`config.mk`:
```
export PLATFORM = sky130hd
export DESIGN_NAME = id_ex_hazard_stage
export DESIGN_NICKNAME = d
export VERILOG_FILES = /design/src/rtl/id_ex_hazard_stage_pkg.sv /design/src/rtl/id_ex_hazard_stage_hazard_detect.sv /design/src/rtl/id_ex_hazard_stage.sv
export SDC_FILE = /design/constraint.sdc
export NUM_CORES = 1
export LEC_CHECK = 0
export BUFFER_PORTS_ARGS = -buffer_cell sky130_fd_sc_hd__buf_2
export CORE_AREA = 2 2 121 123
export DETAILED_ROUTE_END_ITERATION = 8
export DIE_AREA = 0 0 123 125
export PLACE_DENSITY_LB_ADDON = 0.15
export SYNTH_ARGS = -nofsm -noshare
export SYNTH_HDL_FRONTEND = slang
export SYNTH_SLANG_ARGS = --single-unit
```
`constraint.sdc`:
```
create_clock -name Clk -period 2.1 [get_ports Clk]
set_input_delay 0 -clock Clk [delete_from_list [all_inputs] [get_ports Clk]]
set_output_delay 0 -clock Clk [all_outputs]
set_load 0.01 [all_outputs]
```
`src/rtl/id_ex_hazard_stage_pkg.sv`:
```
// rtl/id_ex_hazard_stage_pkg.sv - shared control packing, FSM encoding and constants for the ID/EX stage
package id_ex_hazard_stage_pkg;

  localparam int CTRL_W = 12;

  // Bit positions inside the packed control word (CtrlD / CtrlE)
  localparam int CTRL_REGWRITE = 11;
  localparam int CTRL_REGDST   = 10;
  localparam int CTRL_ALUSRC   = 9;
  localparam int CTRL_BRANCH   = 8;
  localparam int CTRL_MEMWRITE = 7;
  localparam int CTRL_MEMREAD  = 6;
  localparam int CTRL_MEMTOREG = 5;
  localparam int CTRL_ZEROEXT  = 4;
  localparam int CTRL_ALUOP_HI = 3;
  localparam int CTRL_ALUOP_LO = 0;

  localparam logic [3:0]        ALUOP_MUL   = 4'b0010;
  localparam logic [CTRL_W-1:0] CTRL_BUBBLE = '0;

  typedef enum logic {
    ST_RUN     = 1'b0,
    ST_MULBUSY = 1'b1
  } state_t;

  // A mul only needs the multi-cycle hold when it actually writes a result
  function automatic logic is_mul_write(input logic [CTRL_W-1:0] ctrl);
    return ctrl[CTRL_REGWRITE] && (ctrl[CTRL_ALUOP_HI:CTRL_ALUOP_LO] == ALUOP_MUL);
  endfunction

endpackage

```
`src/rtl/id_ex_hazard_stage_hazard_detect.sv`:
```
// rtl/id_ex_hazard_stage_hazard_detect.sv - combinational load-use compare between EX load and ID sources
module hazard_detect (
  input  logic       memread_e,
  input  logic [4:0] rt_e,
  input  logic [4:0] rs_d,
  input  logic [4:0] rt_d,
  output logic       lu
);

  // $0 is hardwired zero, so a load targeting it never creates a dependency
  assign lu = memread_e && (rt_e != 5'd0) && ((rt_e == rs_d) || (rt_e == rt_d));

endmodule

```
`src/rtl/id_ex_hazard_stage.sv`:
```
// rtl/id_ex_hazard_stage.sv - ID/EX pipeline register with load-use stall, multi-cycle mul hold and flush
module id_ex_hazard_stage
  import id_ex_hazard_stage_pkg::*;
#(
  parameter int unsigned MUL_LAT = 2
) (
  input  logic              Clk,
  input  logic              Rst,
  input  logic [CTRL_W-1:0] CtrlD,
  input  logic [4:0]        RsD,
  input  logic [4:0]        RtD,
  input  logic [4:0]        RdD,
  input  logic [31:0]       RD1D,
  input  logic [31:0]       RD2D,
  input  logic [31:0]       ImmD,
  input  logic [31:0]       PCPlus4D,
  input  logic              FlushE,
  output logic [CTRL_W-1:0] CtrlE,
  output logic [4:0]        RsE,
  output logic [4:0]        RtE,
  output logic [4:0]        RdE,
  output logic [31:0]       RD1E,
  output logic [31:0]       RD2E,
  output logic [31:0]       ImmE,
  output logic [31:0]       PCPlus4E,
  output logic              PCWrite,
  output logic              IFIDWrite,
  output logic              StallD
);

  localparam logic [2:0] MUL_LAT_CNT = 3'(MUL_LAT);

  state_t     state;
  logic [2:0] mul_cnt;
  logic       flush_pend;
  logic       lu;
  logic       hold_d;

  hazard_detect u_hazard_detect (
    .memread_e (CtrlE[CTRL_MEMREAD]),
    .rt_e      (RtE),
    .rs_d      (RsD),
    .rt_d      (RtD),
    .lu        (lu)
  );

  // A pending flush outranks load-use exactly like a live FlushE
  always_comb begin
    hold_d = 1'b0;
    if (Rst) begin
      hold_d = 1'b0;
    end else if (state == ST_MULBUSY) begin
      hold_d = 1'b1;
    end else if (!(FlushE || flush_pend)) begin
      hold_d = lu;
    end
  end

  assign PCWrite   = !hold_d;
  assign IFIDWrite = !hold_d;
  assign StallD    = hold_d;

  always_ff @(posedge Clk) begin
    if (Rst) begin
      state      <= ST_RUN;
      mul_cnt    <= 3'd0;
      flush_pend <= 1'b0;
      CtrlE      <= CTRL_BUBBLE;
      RsE        <= '0;
      RtE        <= '0;
      RdE        <= '0;
      RD1E       <= '0;
      RD2E       <= '0;
      ImmE       <= '0;
      PCPlus4E   <= '0;
    end else if (state == ST_MULBUSY) begin
      // The mul in EX is older than any branch, so a flush only gets remembered here
      mul_cnt    <= mul_cnt - 3'd1;
      flush_pend <= flush_pend || FlushE;
      if (mul_cnt == 3'd1) begin
        state <= ST_RUN;
      end
    end else begin
      if (FlushE || flush_pend || lu) begin
        flush_pend <= 1'b0;
        CtrlE      <= CTRL_BUBBLE;
        RsE        <= '0;
        RtE        <= '0;
        RdE        <= '0;
        RD1E       <= '0;
        RD2E       <= '0;
        ImmE       <= '0;
        PCPlus4E   <= '0;
      end else begin
        CtrlE    <= CtrlD;
        RsE      <= RsD;
        RtE      <= RtD;
        RdE      <= RdD;
        RD1E     <= RD1D;
        RD2E     <= RD2D;
        ImmE     <= ImmD;
        PCPlus4E <= PCPlus4D;
        if (is_mul_write(CtrlD)) begin
          state   <= ST_MULBUSY;
          mul_cnt <= MUL_LAT_CNT;
        end
      end
    end
  end

endmodule

```
; ---- After elaboration in Yosys (flattened, before gate mapping)
; Cells that the tools add are included.
[totals]
regBits = 160
input_bits = 158
wordCells = 48
out_inout_bits = 158
[classes]
n_reduce_logical = 11
n_eq_ne = 5
n_mux = 20
n_addsub = 1
[op_table]
columns = operator, n
row1 = $mux 32, 4
row2 = $mux 5, 3
row3 = $mux 12, 1
row4 = $eq 5x5->1, 2
row5 = $mux 1, 9
row6 = $mux 3, 3
row7 = $reduce_bool 5->1, 1
row8 = $eq 4x2->1 const B, 1
row9 = $reduce_bool 2->1, 2
row10 = $eq 3x1->1 const B, 1
row11 = $logic_and 1x1->1, 3
row12 = $logic_or 1x1->1, 3
row13 = $sub 3x1->3 const B, 1
row14 = $ne 2x2->1 const B, 1
row15 = $reduce_and 2->1, 1
row16 = $logic_not 1->1, 1

; ---- Depth between registers and ports, before layout
; Gate-level depths: netlist (run 1).
[logic_depth]
ltp_word = 7
depth_mapped = 7
depth_no_buf = 5

; ---- Hierarchy
; A second synthesis (run 1) with hierarchy kept.
[unflattened]
cells_unflattened = 393
area_unflattened_um2 = 5312.6
[by_module_without_submodules]
columns = mod, area_each_um2, n_inst, seq_area_each_um2, cells_each
row1 = id_ex_hazard_stage, 5187.5, 1, 3203.1, 376
row2 = hazard_detect, 125.1, 1, 0.0, 17

; ---- Worst setup path before layout (run 1)
; No wires, ideal clock.
[synth_timing]
path_kind = register -> register
start = register RtE[1]
end = register RtE[0]
required_time_ns = 2.041
synth_period_minus_slack_ns = 1.861
path_stages_with_launch = 7
n_path_buf = 2
arrival_ns = 1.802
path_slack_ns = 0.239
setup_ns = 0.059
cell_sequence = dfxtp_1 or4_1 o21a_1 a211oi_2 buf_4 buf_6 a22o_1
[synth_via]
elab_chain_cells = 5
elab_cells_between_ends = 8
cone_classes = 2 x eq/ne / 1 x mux / 5 x reduce/logical
[synth_lines]
columns = element, line
row1 = from (decl), id_ex_hazard_stage.sv:20  ; output logic [4:0] RtE,
row2 = from (signal assigned), id_ex_hazard_stage.sv:97  ; RtE <= RtD;
row3 = $eq 5x5->1 or $reduce_bool 5->1 (tied branches), id_ex_hazard_stage_hazard_detect.sv:11  ; assign lu = memread_e && (rt_e != 5'd0) && ((rt_e == rs_d) || (rt_e == rt_d));
row4 = $logic_or 1x1->1 or $logic_and 1x1->1 (tied branches), id_ex_hazard_stage_hazard_detect.sv:11
row5 = $logic_and 1x1->1 (*), id_ex_hazard_stage_hazard_detect.sv:11
row6 = $logic_or 1x1->1 (*), id_ex_hazard_stage.sv:84  ; if (FlushE || flush_pend || lu) begin
row7 = $mux 5 (*), id_ex_hazard_stage.sv:84
; Mark *: on every way between the ends. The rest lies on a longest branch, timed or not.
; A chain may end at the register's enable or synchronous reset.

; ---- Worst setup path in the final report (run 1)
[layout_timing]
start = register RtE[1]
end = register RD2E[31]
[layout_via]
elab_chain_cells = 5
elab_cells_between_ends = 8
cone_classes = 2 x eq/ne / 1 x mux / 5 x reduce/logical
[layout_lines]
columns = element, line
row1 = $eq 5x5->1 or $reduce_bool 5->1 (tied branches), id_ex_hazard_stage_hazard_detect.sv:11
row2 = $logic_or 1x1->1 or $logic_and 1x1->1 (tied branches), id_ex_hazard_stage_hazard_detect.sv:11
row3 = $logic_and 1x1->1 (*), id_ex_hazard_stage_hazard_detect.sv:11
row4 = $logic_or 1x1->1 (*), id_ex_hazard_stage.sv:84
row5 = $mux 32 (*), id_ex_hazard_stage.sv:84
row6 = to (signal assigned), id_ex_hazard_stage.sv:73  ; RD2E <= '0;
row7 = to (signal assigned), id_ex_hazard_stage.sv:91  ; RD2E <= '0;
row8 = to (signal assigned), id_ex_hazard_stage.sv:100  ; RD2E <= RD2D;
row9 = to (decl), id_ex_hazard_stage.sv:23  ; output logic [31:0] RD2E,
; Marks and branches as above.

==> results of run 1 <==
## metrics by stage
stage,util [%],area (um^2)
after floorplan,-,5140
after global placement,48.7,6910
after detailed placement,48.7,6910
after CTS,63.8,9050
after global routing,63.8,9050
final,63.8,9050
## cell usage after synthesis, types with 2 or more instances
master / count / area, um^2
sky130_fd_sc_hd__a21oi_1: 2 / 10.0
sky130_fd_sc_hd__buf_4: 4 / 30.0
sky130_fd_sc_hd__clkbuf_1: 18 / 67.6
sky130_fd_sc_hd__nor2_1: 3 / 11.3
sky130_fd_sc_hd__buf_6: 15 / 169
sky130_fd_sc_hd__ha_1: 2 / 25.0
sky130_fd_sc_hd__dfxtp_1: 160 / 3200
sky130_fd_sc_hd__nand3_1: 3 / 15.0
sky130_fd_sc_hd__o21a_1: 2 / 15.0
sky130_fd_sc_hd__nand2_1: 4 / 15.0
sky130_fd_sc_hd__a22o_1: 156 / 1370
sky130_fd_sc_hd__inv_1: 3 / 11.3
sky130_fd_sc_hd__xnor2_1: 11 / 96.3
sky130_fd_sc_hd__nand2b_1: 2 / 12.5
## metal layers
metal,global-route usage (%),wire length [um]
met5,0,0
met4,10.2,501
met3,6.11,1260
met2,36.6,8380
met1,22.8,6680
## layout make-up
cell class	instances	area (um^2)	area share, %
clock buffer	22	484	5.35
clock inverter	10	76.3	0.843
inverter	3	11.3	0.124
multi-input combinational	198	1680	18.5
sequential	160	3200	35.4
tap	184	230	2.54
timing repair buffer	488	3370	37.2
## path summary, 6_finish.rpt
kind         slack (ps)      from  depth (start not counted)       end
max reg2reg          90    RtE[1]                          6  RD2E[31]
min                 320   RD1D[5]                          3   RD1E[5]
max                  90    RtE[1]                          6  RD2E[31]
min reg2reg         470  ImmE[17]                          1  ImmE[17]
## timing repair
item	CTS	global route
endpoints found under the hold margin	159	0
setup buffers	0	0
resized for setup	0	0
hold buffers	158	0
## cells in the final DEF, fill, tap and decap left out, types with 2 or more instances in the layout
cell type                       count
sky130_fd_sc_hd__a21oi_1            2
sky130_fd_sc_hd__a22o_1           156
sky130_fd_sc_hd__buf_12             8
sky130_fd_sc_hd__buf_2            315
sky130_fd_sc_hd__buf_4              7
sky130_fd_sc_hd__clkbuf_16         17
sky130_fd_sc_hd__clkbuf_8           4
sky130_fd_sc_hd__clkinv_2           2
sky130_fd_sc_hd__clkinv_4           3
sky130_fd_sc_hd__clkinvlp_4         3
sky130_fd_sc_hd__dfxtp_1          160
sky130_fd_sc_hd__dlygate4sd3_1    158
sky130_fd_sc_hd__ha_1               2
sky130_fd_sc_hd__inv_1              3
sky130_fd_sc_hd__inv_6              2
sky130_fd_sc_hd__nand2_1            4
sky130_fd_sc_hd__nand2b_1           2
sky130_fd_sc_hd__nand3_1            3
sky130_fd_sc_hd__nor2_1             2
sky130_fd_sc_hd__o21a_1             2
sky130_fd_sc_hd__xnor2_1           11
## cell families (layout without fill, tap and decap cells)
kind of cell	count (synthesis)	in the layout	synth area share [%]
AO/OA/AOI/OAI	166	166	28.0
buffers and inverters	40	523	5.40
XOR/XNOR	12	12	2.04
adder cells (fa/ha/maj)	2	2	0.486
flip-flops	160	160	62.3
AND/OR/NAND/NOR	18	18	1.85
## flip-flops by register name, summed over array words and instances (netlist names)
register	flops
PCPlus4E	32
RD2E	32
RD1E	32
CtrlE	12
RdE	5
RsE	5
state	1
flush_pend	1
RtE	5
ImmE	32
mul_cnt	3
## power breakdown
group | internal, mW | total, mW | switching [mW] | leakage, nW
Combinational | 0.506 | 0.833 | 0.326 | 2.87
Clock | 1.65 | 2.87 | 1.22 | 0.269
Sequential | 3.16 | 3.23 | 0.0672 | 1.31
## worst max-delay path, cell delays in order, from the launching register on
cell                       delay, ps
sky130_fd_sc_hd__dfxtp_1         310
sky130_fd_sc_hd__or4_1           510
sky130_fd_sc_hd__o21a_1          250
sky130_fd_sc_hd__a211oi_4        260
sky130_fd_sc_hd__buf_4           230
sky130_fd_sc_hd__buf_12          210
sky130_fd_sc_hd__a22o_1          170
==> results.yml, run 1 <==
grt:
  vias_in_the_first_global_route: 5041
  antenna_found_initial: 0
  grt_pass1_wl_um: 25200
  grt_use_total_pct: 20.9
  gr-total-overflow: 0
  grt_max_degree: 80
floorplanning:
  chipHeight_um: 125
  rows: 44
  top_level_ports: 316
  fp.dieArea_um2: 15400
  die_width_um: 123
  floorplan.core_area_um2: 14200
  initial_core_util_pct: 36.2
status:
  result_of_the_run: "complete, no violations"
final_layout:
  layout-drive-gt1-share_pct: 41.2
  nNetsFinal: 1028
  nFillCells: 1116
  area_growth_pct: 76.0
  antenna_cells: 0
  final-instance-count-excl-fill: 1065
clock_network:
  cts.sinks: 160
  cts_tree: "done"
  number_of_clock_buffers_inserted_by_tritoncts: 17
  cts.path.max_buffers: 2
  clk_slew_on_worst_s_h_paths_ps: 60
  root_buffer: "sky130_fd_sc_hd__clkbuf_16"
  htree_num_levels: 4
  clk_latency_ps: 420
sta:
  report.final.slew_viol_count: 0
  finalHoldWorstSlack_ps: 321
  timing.final.hold_violations: 0
  fmax_ghz: 0.498
  period_minus_slack_ps: 2010
  final.setup.worst_slack_ps: 91.6
  ratio_of_final_minimum_period_to_clock_period_pct: 95.6
  grt_setup_unrepaired: "false"
  timing.slew.headroom_pct: 75.3
  report.final.setup_viol: 0
  final.setup_skew_ps: 11.6
  totalNegativeSetupSlack_ps: 0
  worstMarginPinSlew_ps: 370
yosys:
  synth.ff_latch_count: 160
  synth.cell_area_um2: 5140
  ys_dominant_reg_cell: "sky130_fd_sc_hd__dfxtp_1"
  syn-mean-instance-area_um2: 12.9
  count_of_yosys_warnings_during_synthesis: 0
  synth-seq-area-share_pct: 62.3
  synth.lib_cells_used.distinct: 27
  netlist_instances: 398
  synth_async_sr_flop_share_pct: 0
  synth_fp_nets: 558
  synth-edff-count: 0
setup_path:
  crit_required_ps: 2450
  timing.critical_path.to_type: "flop"
  cp-start-kind: "flop"
  worst-setup-path-type: "reg -> reg"
  timing.critical_path.fanout_max: 32
  cp_data_arrival_time_ps: 2360
placed_design:
  detailedPlace.worstSlack_ps: 116
  portBuffers: 315
  placedCellCount: 875
  finalWeightedCongestion: 0.842
  detailed_place_hpwl_um: 10400
drt:
  wire_per_inst_um: 15.8
  drt_first_iter_violations: 253
  postRouteWirelength_um: 16800
  final_antenna_net_count: 0
  viasPerCell: 4.80
  routed-via-count: 5115
  drt-pass1-iter-count: 4
  post-route-drc-count: 0
min_path:
  hold_path_class: "in -> reg"
power_and_ir_drop:
  vdd.ir_drop.worst_uv: 535
  leakage_power_summed_over_all_cells_nw: 4.46
  power.total_mw: 6.93
  p_per_area_nw_per_um2: 765
flow_run:
  maxcap_viol_count: 0
Power figures use the tool's default switching activity.
==> run 2, diff against run 1 <==
Settings changed: PLACE_DENSITY from default to 0.7, PLACE_DENSITY_LB_ADDON 0.15 to default.
==> run 2 against run 1 <==
Cell area increased by 0.47%. Largest power group unchanged. Critical path depth unchanged. First-iteration DRC count decreased by 5.9%. Via count is 3.3% higher.
==> results.yml, run 2 (synthesis results as in run 1) <==
setup_path:
  crit_cells: 6
  critical_path.top_delay_family: "compound AO/OA/AOI/OAI gates"
  timing.critical_path.to_type: "flop"
  crit_required_ps: 2460
  worst_path_buf_inv: 2
  timing.critical_path.fanout_max: 41
  cp-start-kind: "flop"
  worst-setup-path-type: "reg -> reg"
  crit_chain: "or4_1 > o21a_1 > a211oi_4 > buf_4 > buf_12 > a22o_1"
  rr_worst_depth: 6
  critical-path-slowest-cell: "sky130_fd_sc_hd__or4_1"
  critical_path.max_stage_delay_ps: 510
  cp_data_arrival_time_ps: 2360
grt:
  gr-total-overflow: 0
  vias_in_the_first_global_route: 5466
  grt_max_degree: 88
  grt_use_total_pct: 22.6
  grt_pass1_wl_um: 27400
  antenna_found_initial: 0
clock_network:
  clk_latency_ps: 420
  cts.sinks: 160
  root_buffer: "sky130_fd_sc_hd__clkbuf_16"
  cts.path.max_buffers: 2
  post-cts-setup-buffer-count: 0
  htree_num_levels: 4
  number_of_clock_buffers_inserted_by_tritoncts: 17
  clk_slew_on_worst_s_h_paths_ps: 70
  cts_tree: "done"
sta:
  worstMarginPinSlew_ps: 420
  final.setup.worst_slack_ps: 91.3
  final.setup_skew_ps: 9.13
  report.final.setup_viol: 0
  ratio_of_final_minimum_period_to_clock_period_pct: 95.7
  report.final.slew_viol_count: 0
  timing.slew.headroom_pct: 72.0
  fmax_ghz: 0.498
  period_minus_slack_ps: 2010
  timing.final.hold_violations: 0
drt:
  drt_first_iter_violations: 238
  wire_per_inst_um: 16.9
  drt-pass1-iter-count: 5
  final_antenna_net_count: 0
  routed-via-count: 5283
  postRouteWirelength_um: 18000
  post-route-drc-count: 0
  viasPerCell: 4.97
floorplanning:
  fp.dieArea_um2: 15400
  chipHeight_um: 125
  die_width_um: 123
  rows: 44
  top_level_ports: 316
  initial_core_util_pct: 36.2
  floorplan.core_area_um2: 14200
placed_design:
  detailedPlace.worstSlack_ps: 110
  portBuffers: 315
  finalWeightedCongestion: 0.813
  detailed_place_hpwl_um: 9800
final_layout:
  nNetsFinal: 1027
  nFillCells: 1022
  area_growth_pct: 76.8
  antenna_cells: 0
  layout.cells.most_common: "sky130_fd_sc_hd__buf_2"
  layout-drive-gt1-share_pct: 41.3
  layout_common_cells: "315 x sky130_fd_sc_hd__buf_2, 160 x sky130_fd_sc_hd__dfxtp_1, 158 x sky130_fd_sc_hd__dlygate4sd3_1"
power_and_ir_drop:
  power.total_mw: 7.30
  vdd.ir_drop.worst_uv: 476
  p_per_area_nw_per_um2: 803
  leakage_power_summed_over_all_cells_nw: 4.46
flow_run:
  maxcap_viol_count: 0
status:
  result_of_the_run: "complete, no violations"
min_path:
  hold_path_class: "in -> reg"
  hold_depth: 3
-- run 2: path summary, 6_finish.rpt --
kind            start           end  slack, ps
min reg2reg  ImmE[19]      ImmE[19]        470
min          RD2D[29]      RD2E[29]        320
max reg2reg    RtE[1]  PCPlus4E[29]         90
max            RtE[1]  PCPlus4E[29]         90
-- run 2: power breakdown --
group          leakage (nW)  internal [mW]  switching, mW
logic                  2.87          0.503          0.339
registers              1.31           3.16         0.0724
clock network         0.285           1.93           1.30
-- run 2: cell type report --
| class | instances | area [um^2] | area share, % |
|---|---|---|---|
| Multi-Input combinational cell | 198 | 1690 | 18.6 |
| Inverter | 3 | 11.3 | 0.124 |
| Clock buffer | 19 | 443 | 4.87 |
| Clock inverter | 13 | 174 | 1.91 |
| Sequential cell | 160 | 3200 | 35.2 |
| Timing Repair Buffer | 487 | 3340 | 36.7 |
| Tap cell | 184 | 230 | 2.53 |
-- run 2: timing repair --
action / 4_1_cts / 5_1_grt
setup endpoints to repair: 0 / 13
hold endpoints to repair: 159 / 0
resized for setup: 0 / 2
hold buffers: 158 / 0
-- run 2: tightest hold or removal path, cell delays in order --
cell	delay (ps)
sky130_fd_sc_hd__dlygate4sd3_1	510
sky130_fd_sc_hd__buf_2	90
sky130_fd_sc_hd__a22o_1	100
-- run 2: metal layers --
layer  vias to the layer above  wire length [um]  track usage, %
li1                       2455                 -               -
met4                         0               552            10.4
met1                      2508              6710            23.4
met3                        47              1450            6.57
met2                       273              9310            41.4
met5                         -                 0               0
-- run 2: metrics by stage --
step	hold slack [ps]	util, %	instance area (um^2)	setup TNS [ps]	instances
2_1_floorplan	72.8	-	5140	0	398
3_3_place_gp	209	48.3	6860	0	873
3_5_place_dp	214	48.3	6860	0	873
4_1_cts	300	63.8	9060	0	1063
5_1_grt	304	64.1	9100	-19.8	1064
6_report	319	64.1	9100	0	1064
